[src/rtl/vga_pkg.sv]
// Shared VGA geometry constants and small helpers for the sprite compositor.
// Imported by the compositor top and the per-layer sprite window.
package vga_pkg;

    localparam int H_ACT   = 640;
    localparam int V_ACT   = 480;
    localparam int COORD_W = 10;
    localparam int RGB_W   = 12;

    localparam logic [COORD_W-1:0] H_LAST = 10'd639;
    localparam logic [COORD_W-1:0] V_LAST = 10'd479;

    typedef logic [RGB_W-1:0] rgb_t;

    function automatic logic is_frame_end(input logic [COORD_W-1:0] h, input logic [COORD_W-1:0] v);
        return (h == H_LAST) && (v == V_LAST);
    endfunction

endpackage

[src/rtl/sprite_window.sv]
// Stage-1 hit test and ROM address for one W x H sprite centred at (x, y).
// Signed 12-bit arithmetic so sprites clipped at the left/top edge never wrap.
module sprite_window
    import vga_pkg::*;
#(
    parameter int W      = 15,
    parameter int H      = 15,
    parameter int ADDR_W = 17
) (
    input  logic               clk,
    input  logic               rst_n,
    input  logic [COORD_W-1:0] hc,
    input  logic [COORD_W-1:0] vc,
    input  logic [COORD_W-1:0] x,
    input  logic [COORD_W-1:0] y,
    input  logic               en,
    output logic               hit,
    output logic [ADDR_W-1:0]  addr
);

    localparam logic signed [11:0] W_S  = 12'(W);
    localparam logic signed [11:0] H_S  = 12'(H);
    localparam logic signed [11:0] HW_S = 12'(W / 2);
    localparam logic signed [11:0] HH_S = 12'(H / 2);
    localparam logic [ADDR_W-1:0]  W_A  = ADDR_W'(W);

    logic signed [11:0] dx_s;
    logic signed [11:0] dy_s;
    logic               hit_s;
    logic [ADDR_W-1:0]  addr_s;

    // offsets from the sprite's top-left corner and the resulting hit/address
    always_comb begin
        dx_s   = $signed({2'b00, hc}) - ($signed({2'b00, x}) - HW_S);
        dy_s   = $signed({2'b00, vc}) - ($signed({2'b00, y}) - HH_S);
        hit_s  = en && (dx_s >= 12'sd0) && (dx_s < W_S) && (dy_s >= 12'sd0) && (dy_s < H_S);
        addr_s = '0;
        if (hit_s) begin
            addr_s = ADDR_W'(dx_s) + W_A * ADDR_W'(dy_s);
        end else begin
            addr_s = '0;
        end
    end

    // stage-1 register: drives the sprite ROM address directly
    always_ff @(posedge clk or negedge rst_n) begin
        if (!rst_n) begin
            hit  <= 1'b0;
            addr <= '0;
        end else begin
            hit  <= hit_s;
            addr <= addr_s;
        end
    end

endmodule

[src/rtl/sprite_compositor.sv]
// Three-stage sprite-over-background compositor with per-frame collision flags.
// Stage 1 issues ROM addresses, stage 2 receives ROM data, stage 3 registers RGB.
module sprite_compositor
    import vga_pkg::*;
#(
    parameter int                 N_SPR     = 4,
    parameter logic [8*N_SPR-1:0] SPR_W     = {8'd50, 8'd30, 8'd15, 8'd15},
    parameter logic [8*N_SPR-1:0] SPR_H     = {8'd75, 8'd50, 8'd15, 8'd15},
    parameter int                 ADDR_W    = 17,
    parameter int                 BG_SHIFT  = 1,
    parameter int                 BG_W      = 320,
    parameter logic [RGB_W-1:0]   TRANS_KEY = 12'h000
) (
    input  logic                        clk_25m,
    input  logic                        rst,
    input  logic [COORD_W-1:0]          hc,
    input  logic [COORD_W-1:0]          vc,
    input  logic                        valid,
    input  logic [1:0]                  sync_in,
    input  logic [COORD_W*N_SPR-1:0]    spr_x,
    input  logic [COORD_W*N_SPR-1:0]    spr_y,
    input  logic [N_SPR-1:0]            spr_en,
    output logic [ADDR_W*N_SPR-1:0]     spr_addr,
    input  logic [RGB_W*N_SPR-1:0]      spr_data,
    output logic [ADDR_W-1:0]           bg_addr,
    input  logic [RGB_W-1:0]            bg_data,
    output logic [3:0]                  vgaRed,
    output logic [3:0]                  vgaGreen,
    output logic [3:0]                  vgaBlue,
    output logic [1:0]                  sync_out,
    output logic [N_SPR-1:0]            collide,
    output logic                        collide_stb
);

    logic               rst_meta_r;
    logic               rst_n_r;
    logic [N_SPR-1:0]   hit_s1;
    logic [N_SPR-1:0]   hit_s2;
    logic               valid_s1, valid_s2;
    logic [1:0]         sync_s1, sync_s2;
    logic [COORD_W-1:0] hc_s1, hc_s2, vc_s1, vc_s2;
    logic [N_SPR-1:0]   opaque_s;
    logic [N_SPR-1:0]   terms_s;
    logic               frame_end_s;
    rgb_t               pix_s;
    rgb_t               rgb_r;
    logic [N_SPR-1:0]   acc_r;

    // reset asserts asynchronously, releases two clocks later
    always_ff @(posedge clk_25m or negedge rst) begin
        if (!rst) begin
            rst_meta_r <= 1'b0;
            rst_n_r    <= 1'b0;
        end else begin
            rst_meta_r <= 1'b1;
            rst_n_r    <= rst_meta_r;
        end
    end

    for (genvar i = 0; i < N_SPR; i++) begin : g_spr
        sprite_window #(
            .W      (int'(SPR_W[8*i +: 8])),
            .H      (int'(SPR_H[8*i +: 8])),
            .ADDR_W (ADDR_W)
        ) u_win (
            .clk   (clk_25m),
            .rst_n (rst_n_r),
            .hc    (hc),
            .vc    (vc),
            .x     (spr_x[COORD_W*i +: COORD_W]),
            .y     (spr_y[COORD_W*i +: COORD_W]),
            .en    (spr_en[i]),
            .hit   (hit_s1[i]),
            .addr  (spr_addr[ADDR_W*i +: ADDR_W])
        );
    end

    // background address plus the delay line that tracks each pixel to stage 3
    always_ff @(posedge clk_25m or negedge rst_n_r) begin
        if (!rst_n_r) begin
            bg_addr  <= '0;
            hit_s2   <= '0;
            valid_s1 <= 1'b0;
            valid_s2 <= 1'b0;
            sync_s1  <= 2'b00;
            sync_s2  <= 2'b00;
            hc_s1    <= '0;
            hc_s2    <= '0;
            vc_s1    <= '0;
            vc_s2    <= '0;
        end else begin
            bg_addr  <= ADDR_W'(hc >> BG_SHIFT) + ADDR_W'(BG_W) * ADDR_W'(vc >> BG_SHIFT);
            hit_s2   <= hit_s1;
            valid_s1 <= valid;
            valid_s2 <= valid_s1;
            sync_s1  <= sync_in;
            sync_s2  <= sync_s1;
            hc_s1    <= hc;
            hc_s2    <= hc_s1;
            vc_s1    <= vc;
            vc_s2    <= vc_s1;
        end
    end

    // lowest-index opaque layer wins; collision terms are layer 0 against each other layer
    always_comb begin
        opaque_s = '0;
        terms_s  = '0;
        pix_s    = bg_data;
        for (int i = N_SPR - 1; i >= 0; i--) begin
            opaque_s[i] = hit_s2[i] && (spr_data[RGB_W*i +: RGB_W] != TRANS_KEY);
            pix_s       = opaque_s[i] ? spr_data[RGB_W*i +: RGB_W] : pix_s;
        end
        for (int i = 1; i < N_SPR; i++) begin
            terms_s[i] = opaque_s[0] && opaque_s[i] && valid_s2;
        end
        frame_end_s = is_frame_end(hc_s2, vc_s2);
    end

    // stage 3: pixel colour, aligned sync and the frame collision accumulator
    always_ff @(posedge clk_25m or negedge rst_n_r) begin
        if (!rst_n_r) begin
            rgb_r       <= '0;
            sync_out    <= 2'b00;
            collide     <= '0;
            collide_stb <= 1'b0;
            acc_r       <= '0;
        end else begin
            rgb_r    <= valid_s2 ? pix_s : 12'h000;
            sync_out <= sync_s2;
            if (frame_end_s) begin
                collide     <= acc_r | terms_s;
                acc_r       <= '0;
                collide_stb <= 1'b1;
            end else begin
                acc_r       <= acc_r | terms_s;
                collide_stb <= 1'b0;
            end
        end
    end

    assign {vgaRed, vgaGreen, vgaBlue} = rgb_r;

endmodule
[config.mk]
export PLATFORM = sky130hd
export DESIGN_NAME = sprite_compositor
export DESIGN_NICKNAME = d
export VERILOG_FILES = /design/src/rtl/vga_pkg.sv /design/src/rtl/sprite_window.sv /design/src/rtl/sprite_compositor.sv
export SDC_FILE = /design/constraint.sdc
export NUM_CORES = 1
export LEC_CHECK = 0
export CAP_MARGIN = 5
export CELL_PAD_IN_SITES_DETAIL_PLACEMENT = 1
export CELL_PAD_IN_SITES_GLOBAL_PLACEMENT = 1
export CORE_MARGIN = 1
export CORE_UTILIZATION = 31
export DETAILED_ROUTE_END_ITERATION = 8
export PLACE_DENSITY_LB_ADDON = 0.1
export RECOVER_POWER = 50
export SLEW_MARGIN = 10
export SYNTH_ARGS = -nofsm -noshare
export SYNTH_HDL_FRONTEND = slang
export SYNTH_SLANG_ARGS = --single-unit
[constraint.sdc]
create_clock -name clk_25m -period 6.8 [get_ports clk_25m]
set_input_delay 2.04 -clock clk_25m [delete_from_list [all_inputs] [get_ports clk_25m]]
set_output_delay 2.04 -clock clk_25m [all_outputs]
set_load 0.01 [all_outputs]
# After elaboration in Yosys (flattened, before gate mapping)
# Cells that the tools add are included.
# classes
n_addsub	21
reduce_logical	31
mul	5
eq_ne	2
n_bitwise	1
mux	11
n_lt_le_gt_ge	16
# op_table
cell	count
$ge 12x1->1 const B	8
$sub 11x12->12	6
$add 17x17->17	4
$mux 17	4
$mux 12	5
$lt 12x5->1 const B	4
$reduce_bool 12->1	4
$sub 10x3->11 const B	4
$mul 5x12->17 const A	2
$logic_and 1x1->1	27
$lt 12x7->1 const B	2
$sub 11x11->12	2
$sub 10x5->11 const B	2
$add 9x17->17	1
$mul 4x17->16 const A	1
$mul 5x17->16 const A	1
$lt 12x6->1 const B	1
$lt 12x8->1 const B	1
$mul 3x9->11 const A	1
$sub 10x4->11 const B	1
$sub 10x6->11 const B	1
$eq 10x10->1 const B	1
$eq 10x9->1 const B	1
$mux 4	1
2 further kinds	2
# totals
elab_cells	112
ff_bits	164
out_inout_bits	104
inputBits	169

# Logic depth before layout (Yosys ltp)
# Gate-level depths: netlist of run 1.
# logic_depth
ltp_word	8
ltp_mapped	29
mapped_depth_nobuf	29

# Cells and area by module
# A second synthesis of run 1 with hierarchy kept.
# hier_totals
cells_unflattened	2019
hier_area_um2	18355.1
# by_module_without_submodules
mod	area_per_inst_um2	instances	seq_area_each_um2	cells_per_inst
sprite_window (g_spr[1].u_win)	3851.2	1	450.4	431
sprite_window (g_spr[0].u_win)	3823.7	1	450.4	436
sprite_window (g_spr[3].u_win)	3658.5	1	450.4	431
sprite_window (g_spr[2].u_win)	3560.9	1	450.4	435
sprite_compositor	3460.8	1	2102.0	286

# Worst setup path before layout of run 1
# No wires, ideal clock.
# synth_timing
kind	in2reg
startpoint	in spr_y[30]
endpoint	reg g_spr[3].u_win.addr[15]
stages	25
setup_slack_ps	-874
t_arrival_ps	7588
setup_ps	86
t_required_ps	6714
path_buffers	0
cell_sequence	inv_1 -> ha_1 -> nor2b_1 -> o31ai_1 -> xnor2_1 -> ha_1 -> or3_1 -> o21a_1 -> a21o_1 -> a21oi_1 -> xor2_1 -> inv_1 -> ha_1 -> inv_1 -> fa_1 -> fa_1 -> inv_1 -> ha_1 -> inv_1 -> and3_1 -> a2111oi_0 -> o311ai_0 -> ha_1 -> or4b_2 -> a31oi_1
# synth_via
elab_chain_len	6
elab_cells_between_ends	9
classes_between	3 x add/sub; 1 x mul; 2 x order compare; 1 x mux; 2 x reduce/logical
# synth_rtl
item	line	rtl
start: declaration	sprite_compositor.sv:21	input logic [COORD_W*N_SPR-1:0] spr_y,
$sub 10x6->11 (*)	sprite_window.sv:35	dy_s = $signed({2'b00, vc}) - ($signed({2'b00, y}) - HH_S);
$sub 11x12->12 (*)	sprite_window.sv:35	
parallel branches: the longest is 3 deep, another holds $mul 5x17->16	n/a	
$mux 17 (*)	sprite_window.sv:38	if (hit_s) begin
net g_spr[3].u_win.addr_s[15]	sprite_window.sv:30	logic [ADDR_W-1:0] addr_s;
end signal: assignment	sprite_window.sv:52	addr <= addr_s;
end: declaration	sprite_window.sv:18	output logic [ADDR_W-1:0] addr
# Mark *: on every way through the listed nets, which the timed path passes.
# A chain may end at the register's enable or synchronous reset.

# Final worst setup path of run 1
# layout_timing
startpoint	in spr_y[30]
endpoint	reg g_spr[3].u_win.addr[16]
# Same word-level chain as after synthesis.

==> run_summary.xml, run 1 <==
<?xml version="1.0" encoding="UTF-8"?>
<metrics>
  <group name="run_status">
    <metric name="run_status" unit="">complete, but fails checks</metric>
    <metric name="violated_checks" unit="">design-rule violations, max-capacitance violations, max-slew violations, negative setup slack</metric>
  </group>
  <group name="global_routing">
    <metric name="grt_overflow" unit="">0</metric>
    <metric name="grt_util_all_layers" unit="%">22.0</metric>
    <metric name="first_global_vias" unit="">19589</metric>
    <metric name="number_of_antenna_violations_at_the_first_check_in_global_routing" unit="">13</metric>
    <metric name="grt_start_max_net_pins" unit="">72</metric>
    <metric name="grt_first_pass_wirelength" unit="microns">103000</metric>
  </group>
  <group name="synth">
    <metric name="register_area_share_after_synthesis" unit="%">21.6</metric>
    <metric name="synth.top_cell.area_share" unit="%">21.6</metric>
    <metric name="ys_types" unit="">71</metric>
    <metric name="postSynth.asyncResetShare" unit="%">100</metric>
    <metric name="synthesis.instances" unit="">1978</metric>
    <metric name="post_synthesis_cell_type_with_the_largest_combined_area" unit="">sky130_fd_sc_hd__dfrtp_1</metric>
    <metric name="netlist_top_cells_area" unit="">sky130_fd_sc_hd__dfrtp_1, sky130_fd_sc_hd__ha_1, sky130_fd_sc_hd__fa_1</metric>
    <metric name="avgSynthCellArea" unit="sq um">9.14</metric>
    <metric name="yosysMostFrequentCell" unit="">sky130_fd_sc_hd__ha_1</metric>
    <metric name="syn_nets" unit="">2534</metric>
    <metric name="synth.cells.most_frequent" unit="">sky130_fd_sc_hd__ha_1, sky130_fd_sc_hd__inv_1, sky130_fd_sc_hd__dfrtp_1</metric>
    <metric name="yosys_most_used_dff" unit="">sky130_fd_sc_hd__dfrtp_1</metric>
    <metric name="ys_ff_latch" unit="">156</metric>
    <metric name="synthesis.yosys.warnings" unit="">0</metric>
    <metric name="mappedNetlistArea" unit="sq um">18100</metric>
    <metric name="number_of_synthesized_flops_with_an_enable_pin" unit="">0</metric>
  </group>
  <group name="setup_path">
    <metric name="rr_startpoint" unit="">rst_n_r</metric>
    <metric name="slowest_stage" unit="">sky130_fd_sc_hd__fa_1</metric>
    <metric name="timing.reg2reg.worst_path_depth" unit="">1</metric>
    <metric name="end_kind" unit="">flop</metric>
    <metric name="critical-path-max-stage-delay" unit="ps">500</metric>
    <metric name="path_type_of_the_worst_setup_path" unit="">in2reg</metric>
    <metric name="cp_max_fo" unit="">4</metric>
    <metric name="worstReg2RegEnd" unit="">g_spr[3].u_win.addr[15]</metric>
    <metric name="worstSetupStartpointType" unit="">input pin</metric>
    <metric name="timing.critical_path.required" unit="ps">7160</metric>
    <metric name="r2r_setup_slack" unit="ps">1500</metric>
    <metric name="crit_arrival" unit="ps">7410</metric>
  </group>
  <group name="clock_tree">
    <metric name="cts.hold.buffers_added" unit="">0</metric>
    <metric name="cts_buffer_depth" unit="">2</metric>
    <metric name="path_clk_slew" unit="ps">70</metric>
    <metric name="cts.root.buffer_cell" unit="">sky130_fd_sc_hd__clkbuf_16</metric>
    <metric name="worst_skew_pair.late_latency" unit="ps">490</metric>
    <metric name="clock_sinks" unit="">156</metric>
    <metric name="tritoncts" unit="">built</metric>
    <metric name="cts-buffers-inserted" unit="">17</metric>
    <metric name="htree_levels" unit="">4</metric>
  </group>
  <group name="drt">
    <metric name="drt.antenna.violating_nets" unit="">0</metric>
    <metric name="drt_pass_1_iters" unit="">6</metric>
    <metric name="vias" unit="">17639</metric>
    <metric name="drt-wirelength-per-cell" unit="microns">18.1</metric>
    <metric name="avgViaCountPerCell" unit="">4.85</metric>
    <metric name="routed_wirelength" unit="microns">65900</metric>
    <metric name="drt_iter0_markers" unit="">360</metric>
    <metric name="drcViolationCount" unit="">4</metric>
  </group>
  <group name="job">
    <metric name="maxCapViolCount" unit="">3</metric>
  </group>
  <group name="sta">
    <metric name="period_needed" unit="ps">7050</metric>
    <metric name="setup_repair_after_global_routing_missed_its_margin" unit="">true</metric>
    <metric name="setup_slack" unit="ps">-247</metric>
    <metric name="fmax" unit="MHz">142</metric>
    <metric name="timing.slew.headroom" unit="%">-151</metric>
    <metric name="report.final.slew_viol_count" unit="">159</metric>
    <metric name="finalHoldWorstSlack" unit="ps">347</metric>
    <metric name="finalSetupViolations" unit="">7</metric>
    <metric name="finalCritPeriodShare" unit="%">104</metric>
    <metric name="worst-slew-pin-transition" unit="ps">3760</metric>
    <metric name="timing.final.hold_violations" unit="">0</metric>
    <metric name="skew" unit="ps">9.27</metric>
  </group>
  <group name="layout">
    <metric name="design.final.nets" unit="">3405</metric>
    <metric name="post_route_core_utilization" unit="%">51.1</metric>
    <metric name="fin_area" unit="sq um">29500</metric>
    <metric name="share_of_post_route_cells_with_drive_strength_above_1" unit="%">36.3</metric>
    <metric name="flow.area_growth_from_synthesis" unit="%">63.1</metric>
  </group>
  <group name="placed_design">
    <metric name="post_placement_setup_slack" unit="ps">-1470</metric>
    <metric name="placedInstanceArea" unit="sq um">26200</metric>
    <metric name="finalWeightedCongestion" unit="">0.912</metric>
    <metric name="detailed_place_hpwl" unit="microns">52800</metric>
    <metric name="buffer_ports.inserted" unit="">271</metric>
  </group>
  <group name="floorplan">
    <metric name="initial_utilization" unit="%">31.3</metric>
    <metric name="die-area" unit="sq um">59300</metric>
    <metric name="die_h" unit="microns">244</metric>
    <metric name="overall_die_width" unit="microns">244</metric>
    <metric name="placeableCoreArea" unit="sq um">57700</metric>
    <metric name="io_pins" unit="">273</metric>
    <metric name="number_of_placement_rows" unit="">88</metric>
  </group>
  <group name="min_path">
    <metric name="hold_path_depth" unit="">0</metric>
    <metric name="worst_hold_path.endpoint" unit="">vc_s2[8]</metric>
    <metric name="hold_path_class" unit="">reg2reg</metric>
    <metric name="min-delay-start" unit="">vc_s1[8]</metric>
  </group>
</metrics>
## per-stage QoR
stage,std cells,setup TNS (ps)
after CTS,3608,-607
after detailed placement,3495,-32200
after global placement,3495,-26170
after floorplan,1978,-1590
final,3635,-1010
after global routing,3630,-3270
## registers in the layout, summed over array words and instances (netlist names), 10 cells and up
name	cells
vc_s1	10
rgb_r	12
vc_s2	10
g_spr.u_win.addr	68
hc_s2	10
bg_addr	11
hc_s1	10
## layout make-up
cell class,count,area [sq um]
Antenna cell,8,20.0
Clock buffer,19,443
Clock inverter,13,130
Fill cell,6471,28200
Inverter,267,1060
Multi-Input combinational cell,1533,15500
Sequential cell,156,3900
Tap cell,765,957
Timing Repair Buffer,874,7450
## cell families (layout without fill, tap and decap cells)
| family | after synthesis | count (layout) | share of synthesized area (%) |
|---|---|---|---|
| compound gates | 409 | 409 | 15.3 |
| other cells | 2 | 10 | 0.0415 |
| flops | 156 | 156 | 21.6 |
| mux | 16 | 16 | 0.885 |
| fa+ha+maj | 388 | 388 | 31.2 |
| simple gates | 505 | 505 | 14.2 |
| buf+inv | 289 | 1173 | 6.18 |
| xor+xnor | 213 | 213 | 10.5 |
## timing repair
item                                    in CTS  in global routing
buffers inserted                            84                 28
endpoints found under the setup margin      30                 23
gates resized for setup                    381                181
pin swaps                                  237                152
## critical path, delay by kind of cell
family	cells	cell delay, ps
fa+ha+maj	7	2260
xor+xnor	3	530
compound gates	8	1530
simple gates	4	580
buf+inv	7	470
## routing by layer
layer	global-route usage [%]	vias to the layer above	part of all wire, %
li1	-	8591	-
met1	26.0	8676	42
met2	41.0	292	52
met3	3.91	66	3.9
met4	5.17	14	1.4
met5	0	-	0.14
## worst max path at each step
stage          slack [ps]       from                       to  cells past startpoint
4_1_cts              -240  spr_y[30]  g_spr[3].u_win.addr[15]                     28
3_3_place_gp        -1180  spr_y[30]  g_spr[3].u_win.addr[15]                     27
6_report             -250  spr_y[30]  g_spr[3].u_win.addr[16]                     29
3_5_place_dp        -1470      vc[0]  g_spr[3].u_win.addr[15]                     25
2_1_floorplan        -470  spr_y[31]  g_spr[3].u_win.addr[15]                     26
5_1_grt              -450  spr_y[30]  g_spr[3].u_win.addr[16]                     29
## layout by cell type, fill, tap and decap left out, types with 42 or more instances in the layout
cell type / n
sky130_fd_sc_hd__buf_4: 556
sky130_fd_sc_hd__inv_1: 220
sky130_fd_sc_hd__clkdlybuf4s50_1: 219
sky130_fd_sc_hd__ha_1: 216
sky130_fd_sc_hd__dfrtp_1: 156
sky130_fd_sc_hd__nor2_1: 121
sky130_fd_sc_hd__xnor2_1: 105
sky130_fd_sc_hd__fa_1: 95
sky130_fd_sc_hd__nand2_1: 84
sky130_fd_sc_hd__a21oi_1: 63
sky130_fd_sc_hd__xor2_1: 61
sky130_fd_sc_hd__ha_4: 53
sky130_fd_sc_hd__a21o_1: 42
Power of run 1 is left out: the tool's default activity adds up to more than one toggle a clock period on the data nets, which glitch-free logic cannot reach.
==> run 2, diff against run 1 <==
- CORE_ASPECT_RATIO: default -> 1.75
==> run_summary.xml, run 2 (synthesis gave the netlist of run 1 again) <==
<?xml version="1.0" encoding="UTF-8"?>
<metrics>
  <group name="layout">
    <metric name="share_of_post_route_cells_with_drive_strength_above_1" unit="%">36.9</metric>
    <metric name="fin_area" unit="sq um">29500</metric>
    <metric name="design.final.nets" unit="">3430</metric>
    <metric name="flow.area_growth_from_synthesis" unit="%">63.2</metric>
    <metric name="layout_commonest_cell" unit="">sky130_fd_sc_hd__buf_4</metric>
    <metric name="largest_registers" unit="">g_spr.u_win.addr x68, rgb_r x12, bg_addr x11</metric>
    <metric name="max_ffs_per_register" unit="">68</metric>
    <metric name="num-fill-cells" unit="">6479</metric>
    <metric name="most_frequent_cells_in_the_layout" unit="">sky130_fd_sc_hd__buf_4, sky130_fd_sc_hd__ha_1, sky130_fd_sc_hd__inv_1, sky130_fd_sc_hd__clkdlybuf4s50_1, sky130_fd_sc_hd__dfrtp_1</metric>
    <metric name="post_route_core_utilization" unit="%">51.4</metric>
    <metric name="regMostFlops" unit="">g_spr.u_win.addr</metric>
  </group>
  <group name="floorplan">
    <metric name="number_of_placement_rows" unit="">116</metric>
    <metric name="die_h" unit="microns">322</metric>
    <metric name="placeableCoreArea" unit="sq um">57500</metric>
    <metric name="die-area" unit="sq um">59400</metric>
    <metric name="overall_die_width" unit="microns">185</metric>
    <metric name="io_pins" unit="">273</metric>
    <metric name="initial_utilization" unit="%">31.5</metric>
  </group>
  <group name="clock_tree">
    <metric name="worst_skew_pair.late_latency" unit="ps">490</metric>
    <metric name="htree_levels" unit="">4</metric>
    <metric name="path_clk_slew" unit="ps">70</metric>
    <metric name="cts_buffer_depth" unit="">2</metric>
    <metric name="clock_sinks" unit="">156</metric>
    <metric name="tritoncts" unit="">built</metric>
    <metric name="cts-buffers-inserted" unit="">17</metric>
    <metric name="cts.hold.buffers_added" unit="">0</metric>
    <metric name="cts.root.buffer_cell" unit="">sky130_fd_sc_hd__clkbuf_16</metric>
  </group>
  <group name="min_path">
    <metric name="hold_path_class" unit="">reg2reg</metric>
  </group>
  <group name="sta">
    <metric name="worst-slew-pin-transition" unit="ps">2940</metric>
    <metric name="setup_slack" unit="ps">-197</metric>
    <metric name="timing.slew.headroom" unit="%">-95.8</metric>
    <metric name="fmax" unit="MHz">143</metric>
    <metric name="period_needed" unit="ps">7000</metric>
    <metric name="timing.final.hold_violations" unit="">0</metric>
    <metric name="report.final.slew_viol_count" unit="">159</metric>
    <metric name="finalSetupViolations" unit="">8</metric>
    <metric name="finalHoldWorstSlack" unit="ps">345</metric>
    <metric name="skew" unit="ps">18.0</metric>
    <metric name="setup_repair_after_global_routing_missed_its_margin" unit="">true</metric>
    <metric name="finalCritPeriodShare" unit="%">103</metric>
  </group>
  <group name="placed_design">
    <metric name="placedInstanceArea" unit="sq um">26100</metric>
    <metric name="finalWeightedCongestion" unit="">0.824</metric>
    <metric name="detailed_place_hpwl" unit="microns">54600</metric>
    <metric name="buffer_ports.inserted" unit="">271</metric>
    <metric name="post_placement_setup_slack" unit="ps">-1610</metric>
  </group>
  <group name="global_routing">
    <metric name="grt_util_all_layers" unit="%">22.4</metric>
    <metric name="number_of_antenna_violations_at_the_first_check_in_global_routing" unit="">17</metric>
    <metric name="grt_overflow" unit="">0</metric>
    <metric name="grt_first_pass_wirelength" unit="microns">102000</metric>
    <metric name="first_global_vias" unit="">20139</metric>
    <metric name="grt_start_max_net_pins" unit="">56</metric>
  </group>
  <group name="setup_path">
    <metric name="timing.reg2reg.worst_path_depth" unit="">1</metric>
    <metric name="timing.critical_path.required" unit="ps">7170</metric>
    <metric name="worstSetupStartpointType" unit="">input pin</metric>
    <metric name="critical-path-max-stage-delay" unit="ps">540</metric>
    <metric name="slowest_stage" unit="">sky130_fd_sc_hd__fa_1</metric>
    <metric name="r2r_setup_slack" unit="ps">2150</metric>
    <metric name="cp_max_fo" unit="">3</metric>
    <metric name="end_kind" unit="">flop</metric>
    <metric name="worstSetupEndpoint" unit="">g_spr[3].u_win.addr[16]</metric>
    <metric name="path_type_of_the_worst_setup_path" unit="">in2reg</metric>
    <metric name="worstReg2RegEnd" unit="">vc_s1[3]</metric>
    <metric name="rr_startpoint" unit="">rst_n_r</metric>
    <metric name="crit_arrival" unit="ps">7360</metric>
    <metric name="critPathLaunch" unit="">spr_y[30]</metric>
  </group>
  <group name="drt">
    <metric name="drt_pass_1_iters" unit="">4</metric>
    <metric name="drt.antenna.violating_nets" unit="">0</metric>
    <metric name="drt_iter0_markers" unit="">304</metric>
    <metric name="drt-wirelength-per-cell" unit="microns">18.3</metric>
    <metric name="vias" unit="">17910</metric>
    <metric name="drcViolationCount" unit="">0</metric>
    <metric name="routed_wirelength" unit="microns">67000</metric>
    <metric name="avgViaCountPerCell" unit="">4.89</metric>
  </group>
  <group name="run_status">
    <metric name="violated_checks" unit="">max-capacitance violations, max-slew violations, negative setup slack</metric>
    <metric name="run_status" unit="">complete, but fails checks</metric>
  </group>
  <group name="job">
    <metric name="maxCapViolCount" unit="">3</metric>
  </group>
</metrics>
## run 2: cell types whose count changed in the layout (fill, tap and decap cells not counted), moves of 4 or more
cell,delta
sky130_fd_sc_hd__nor3_2,+6
sky130_fd_sc_hd__ha_1,+9
sky130_fd_sc_hd__clkinv_8,+8
sky130_fd_sc_hd__buf_2,-6
sky130_fd_sc_hd__clkdlybuf4s15_1,-5
sky130_fd_sc_hd__ha_4,-11
sky130_fd_sc_hd__buf_6,-4
sky130_fd_sc_hd__clkbuf_2,+6
sky130_fd_sc_hd__buf_4,+38
sky130_fd_sc_hd__nor3_1,-5
## run 2: worst min path at each step
| stage | from | end | slack [ps] | cells after the start |
|---|---|---|---|---|
| after floorplan | hc_s1[0] | hc_s2[0] | 330 | 0 |
| after detailed placement | vc_s1[7] | vc_s2[7] | 340 | 0 |
| after global routing | hc_s1[9] | hc_s2[9] | 350 | 0 |
| after global placement | hc_s1[8] | hc_s2[8] | 330 | 0 |
| final | vc_s1[2] | vc_s2[2] | 340 | 0 |
| after CTS | vc_s1[7] | vc_s2[7] | 350 | 0 |
## run 2: metrics by stage
step | cells | TNS, ps
after floorplan | 1978 | -1590
after global placement | 3497 | -28000
after detailed placement | 3497 | -33550
after CTS | 3609 | -688
after global routing | 3655 | -4620
final | 3659 | -1000
## run 2: layout make-up
cell class / count / area [sq um] / share of cell area, %
Clock buffer: 17 / 425 / 1.44
Multi-Input combinational cell: 1533 / 15300 / 52.0
Antenna cell: 5 / 12.5 / 0.0424
Inverter: 267 / 1080 / 3.66
Timing Repair Buffer: 899 / 7590 / 25.7
Clock inverter: 15 / 195 / 0.661
Sequential cell: 156 / 3900 / 13.2
Tap cell: 767 / 960 / 3.25
## run 2: routing by layer
| layer | share of wire (%) | up-vias | track usage [%] |
|---|---|---|---|
| li1 | - | 8621 | - |
| met1 | 35 | 8868 | 22.0 |
| met2 | 57 | 305 | 46.0 |
| met3 | 4.5 | 94 | 4.00 |
| met4 | 2.5 | 22 | 6.59 |
| met5 | 0.20 | - | 0 |
## run 2: worst max-delay path, delay by kind of cell
family | cells | cell delay (ps)
adders and majority gates | 7 | 2190
AOI/OAI and AO/OA | 8 | 1470
and+or+nand+nor | 5 | 720
buffers and inverters | 7 | 510
xor gates and xnor gates | 3 | 430
## run 2: what timing repair did
| item | in CTS | in global routing |
|---|---|---|
| resized for setup | 358 | 237 |
| buffers inserted | 83 | 56 |
| pin swaps | 214 | 233 |
| setup endpoints to repair | 33 | 25 |
Power of run 2 is left out for the same reason.
==> run 3, diff against run 2 <==
- CORE_UTILIZATION: 31 -> 35
- clock period: 6.8 -> 9.1 ns (I/O delays scaled with it)
==> run_summary.xml, run 3 (synthesis gave the netlist of run 1 again) <==
<?xml version="1.0" encoding="UTF-8"?>
<metrics>
  <group name="layout">
    <metric name="post_route_core_utilization" unit="%">44.8</metric>
    <metric name="flow.area_growth_from_synthesis" unit="%">25.6</metric>
    <metric name="regMostFlops" unit="">g_spr.u_win.addr</metric>
    <metric name="max_ffs_per_register" unit="">68</metric>
    <metric name="num-fill-cells" unit="">5912</metric>
    <metric name="fin_area" unit="sq um">22700</metric>
    <metric name="share_of_post_route_cells_with_drive_strength_above_1" unit="%">6.03</metric>
    <metric name="design.final.nets" unit="">2883</metric>
    <metric name="most_frequent_cells_in_the_layout" unit="">sky130_fd_sc_hd__ha_1, sky130_fd_sc_hd__inv_1, sky130_fd_sc_hd__clkdlybuf4s50_1, sky130_fd_sc_hd__dfrtp_1, sky130_fd_sc_hd__nor2_1</metric>
    <metric name="layout_commonest_cell" unit="">sky130_fd_sc_hd__ha_1</metric>
    <metric name="largest_registers" unit="">g_spr.u_win.addr x68, rgb_r x12, bg_addr x11</metric>
  </group>
  <group name="setup_path">
    <metric name="cp_num_buf_inv" unit="">3</metric>
    <metric name="path_cells" unit="">clkdlybuf4s50_1 -&gt; ha_1 -&gt; xnor2_1 -&gt; ha_1 -&gt; o21a_1 -&gt; o31a_1 -&gt; o41a_1 -&gt; a21oi_1 -&gt; o21ai_0 -&gt; xnor2_1 -&gt; buf_4 -&gt; fa_1 -&gt; inv_1 -&gt; fa_1 -&gt; fa_1 -&gt; ha_1 -&gt; and2_1 -&gt; o21ai_0 -&gt; o311ai_0 -&gt; a21o_1 -&gt; a21o_1 -&gt; or4b_2 -&gt; a31oi_1</metric>
    <metric name="timing.critical_path.required" unit="ps">9460</metric>
    <metric name="crit_arrival" unit="ps">9070</metric>
    <metric name="worstSetupStartpointType" unit="">input pin</metric>
    <metric name="cp_max_fo" unit="">4</metric>
    <metric name="end_kind" unit="">flop</metric>
    <metric name="critical-path-max-stage-delay" unit="ps">600</metric>
    <metric name="path_type_of_the_worst_setup_path" unit="">in2reg</metric>
    <metric name="slowest_stage" unit="">sky130_fd_sc_hd__or4b_2</metric>
    <metric name="rr_startpoint" unit="">rst_n_r</metric>
    <metric name="critPathLaunch" unit="">spr_x[0]</metric>
    <metric name="critPathTopFamily" unit="">adder cells</metric>
  </group>
  <group name="clock_tree">
    <metric name="clock_sinks" unit="">156</metric>
    <metric name="htree_levels" unit="">4</metric>
    <metric name="cts_buffer_depth" unit="">2</metric>
    <metric name="worst_skew_pair.late_latency" unit="ps">460</metric>
    <metric name="path_clk_slew" unit="ps">70</metric>
    <metric name="cts.root.buffer_cell" unit="">sky130_fd_sc_hd__clkbuf_16</metric>
    <metric name="cts-buffers-inserted" unit="">17</metric>
    <metric name="tritoncts" unit="">built</metric>
  </group>
  <group name="sta">
    <metric name="setup_repair_after_global_routing_missed_its_margin" unit="">false</metric>
    <metric name="setup_tns" unit="ps">0</metric>
    <metric name="finalSetupViolations" unit="">0</metric>
    <metric name="timing.final.hold_violations" unit="">0</metric>
    <metric name="skew" unit="ps">12.7</metric>
    <metric name="setup_slack" unit="ps">394</metric>
    <metric name="timing.slew.headroom" unit="%">-130</metric>
    <metric name="report.final.slew_viol_count" unit="">125</metric>
    <metric name="fmax" unit="MHz">115</metric>
    <metric name="period_needed" unit="ps">8710</metric>
    <metric name="worst-slew-pin-transition" unit="ps">3460</metric>
    <metric name="finalCritPeriodShare" unit="%">95.7</metric>
  </group>
  <group name="global_routing">
    <metric name="global_route.peak_usage_layer" unit="">met2</metric>
    <metric name="grt_util_met3" unit="%">2.86</metric>
    <metric name="grt_start_max_net_pins" unit="">69</metric>
    <metric name="grt_util_met2" unit="%">42.9</metric>
    <metric name="grt_first_pass_wirelength" unit="microns">88600</metric>
    <metric name="met1_usage" unit="%">23.0</metric>
    <metric name="grt_overflow" unit="">0</metric>
    <metric name="first_global_vias" unit="">17206</metric>
    <metric name="grt_util_all_layers" unit="%">21.6</metric>
    <metric name="number_of_antenna_violations_at_the_first_check_in_global_routing" unit="">1</metric>
  </group>
  <group name="min_path">
    <metric name="min-delay-start" unit="">vc_s1[3]</metric>
    <metric name="hold_path_class" unit="">reg2reg</metric>
  </group>
  <group name="placed_design">
    <metric name="post_placement_setup_slack" unit="ps">-215</metric>
    <metric name="buffer_ports.inserted" unit="">271</metric>
    <metric name="detailed_place_hpwl" unit="microns">47800</metric>
    <metric name="placedInstanceArea" unit="sq um">22100</metric>
    <metric name="finalWeightedCongestion" unit="">0.875</metric>
  </group>
  <group name="floorplan">
    <metric name="die-area" unit="sq um">52600</metric>
    <metric name="overall_die_width" unit="microns">174</metric>
    <metric name="placeableCoreArea" unit="sq um">50700</metric>
    <metric name="initial_utilization" unit="%">35.7</metric>
    <metric name="io_pins" unit="">273</metric>
    <metric name="die_h" unit="microns">303</metric>
    <metric name="number_of_placement_rows" unit="">109</metric>
  </group>
  <group name="drt">
    <metric name="routed_wirelength" unit="microns">55500</metric>
    <metric name="drcViolationCount" unit="">0</metric>
    <metric name="drt_iter0_markers" unit="">416</metric>
    <metric name="drt_pass_1_iters" unit="">7</metric>
    <metric name="avgViaCountPerCell" unit="">5.16</metric>
    <metric name="drt-wirelength-per-cell" unit="microns">18.5</metric>
    <metric name="vias" unit="">15525</metric>
    <metric name="drt.antenna.violating_nets" unit="">0</metric>
  </group>
  <group name="job">
    <metric name="maxCapViolCount" unit="">2</metric>
  </group>
  <group name="run_status">
    <metric name="violated_checks" unit="">max-capacitance violations, max-slew violations</metric>
    <metric name="run_status" unit="">complete, but fails checks</metric>
  </group>
</metrics>
## run 3: cell types whose count changed in the layout (fill, tap and decap cells not counted), sizes merged
cell,before,now
buf,646,76
clkbuf,33,25
clkdlybuf4s15,1,0
clkdlybuf4s50,216,256
clkinv,8,1
clkinvlp,2,4
diode,5,1
dlygate4sd2,8,0
dlygate4sd3,4,15
dlymetal6s2s,8,0
inv,272,274
## run 3: metal layers
layer	wire length (microns)	part of all wire, %	vias to the layer above
met3	2050	3.7	62
met4	1590	2.9	0
met1	21600	39	7609
met2	30300	55	327
li1	-	-	7527
met5	0	0	-
## run 3: worst paths after layout
check / to / slack [ps] / depth (start not counted)
max in group asynchronous: g_spr[2].u_win.addr[6] / 2360 / 2
hold reg to reg: vc_s2[3] / 350 / 0
setup / recovery: g_spr[0].u_win.addr[15] / 390 / 23
hold / removal: vc_s2[3] / 350 / 0
setup reg to reg: g_spr[2].u_win.addr[6] / 2360 / 2
min in group asynchronous: sync_out[0] / 570 / 0
## run 3: area by class of cell
cell class | count | area (sq um) | share of cell area (%)
Multi-Input combinational cell | 1533 | 13100 | 57.7
Sequential cell | 156 | 3900 | 17.2
Timing Repair Buffer | 352 | 3300 | 14.5
Inverter | 267 | 1000 | 4.41
Tap cell | 666 | 833 | 3.67
Clock buffer | 20 | 457 | 2.01
Clock inverter | 12 | 105 | 0.463
Antenna cell | 1 | 2.50 | 0.0110
## run 3: stage by stage
step / hold WS [ps] / cells
floorplan: 331 / 1978
global placement: 286 / 2974
detailed placement: 298 / 2974
CTS: 308 / 3006
global route: 354 / 3006
finish: 348 / 3007
## run 3: repair_timing
action / in CTS / in global routing
setup buffers: 0 / 0
gates resized for setup: 0 / 6
endpoints found under the setup margin: 0 / 2
hold buffers: 0 / 0
Power of run 3 is left out for the same reason.
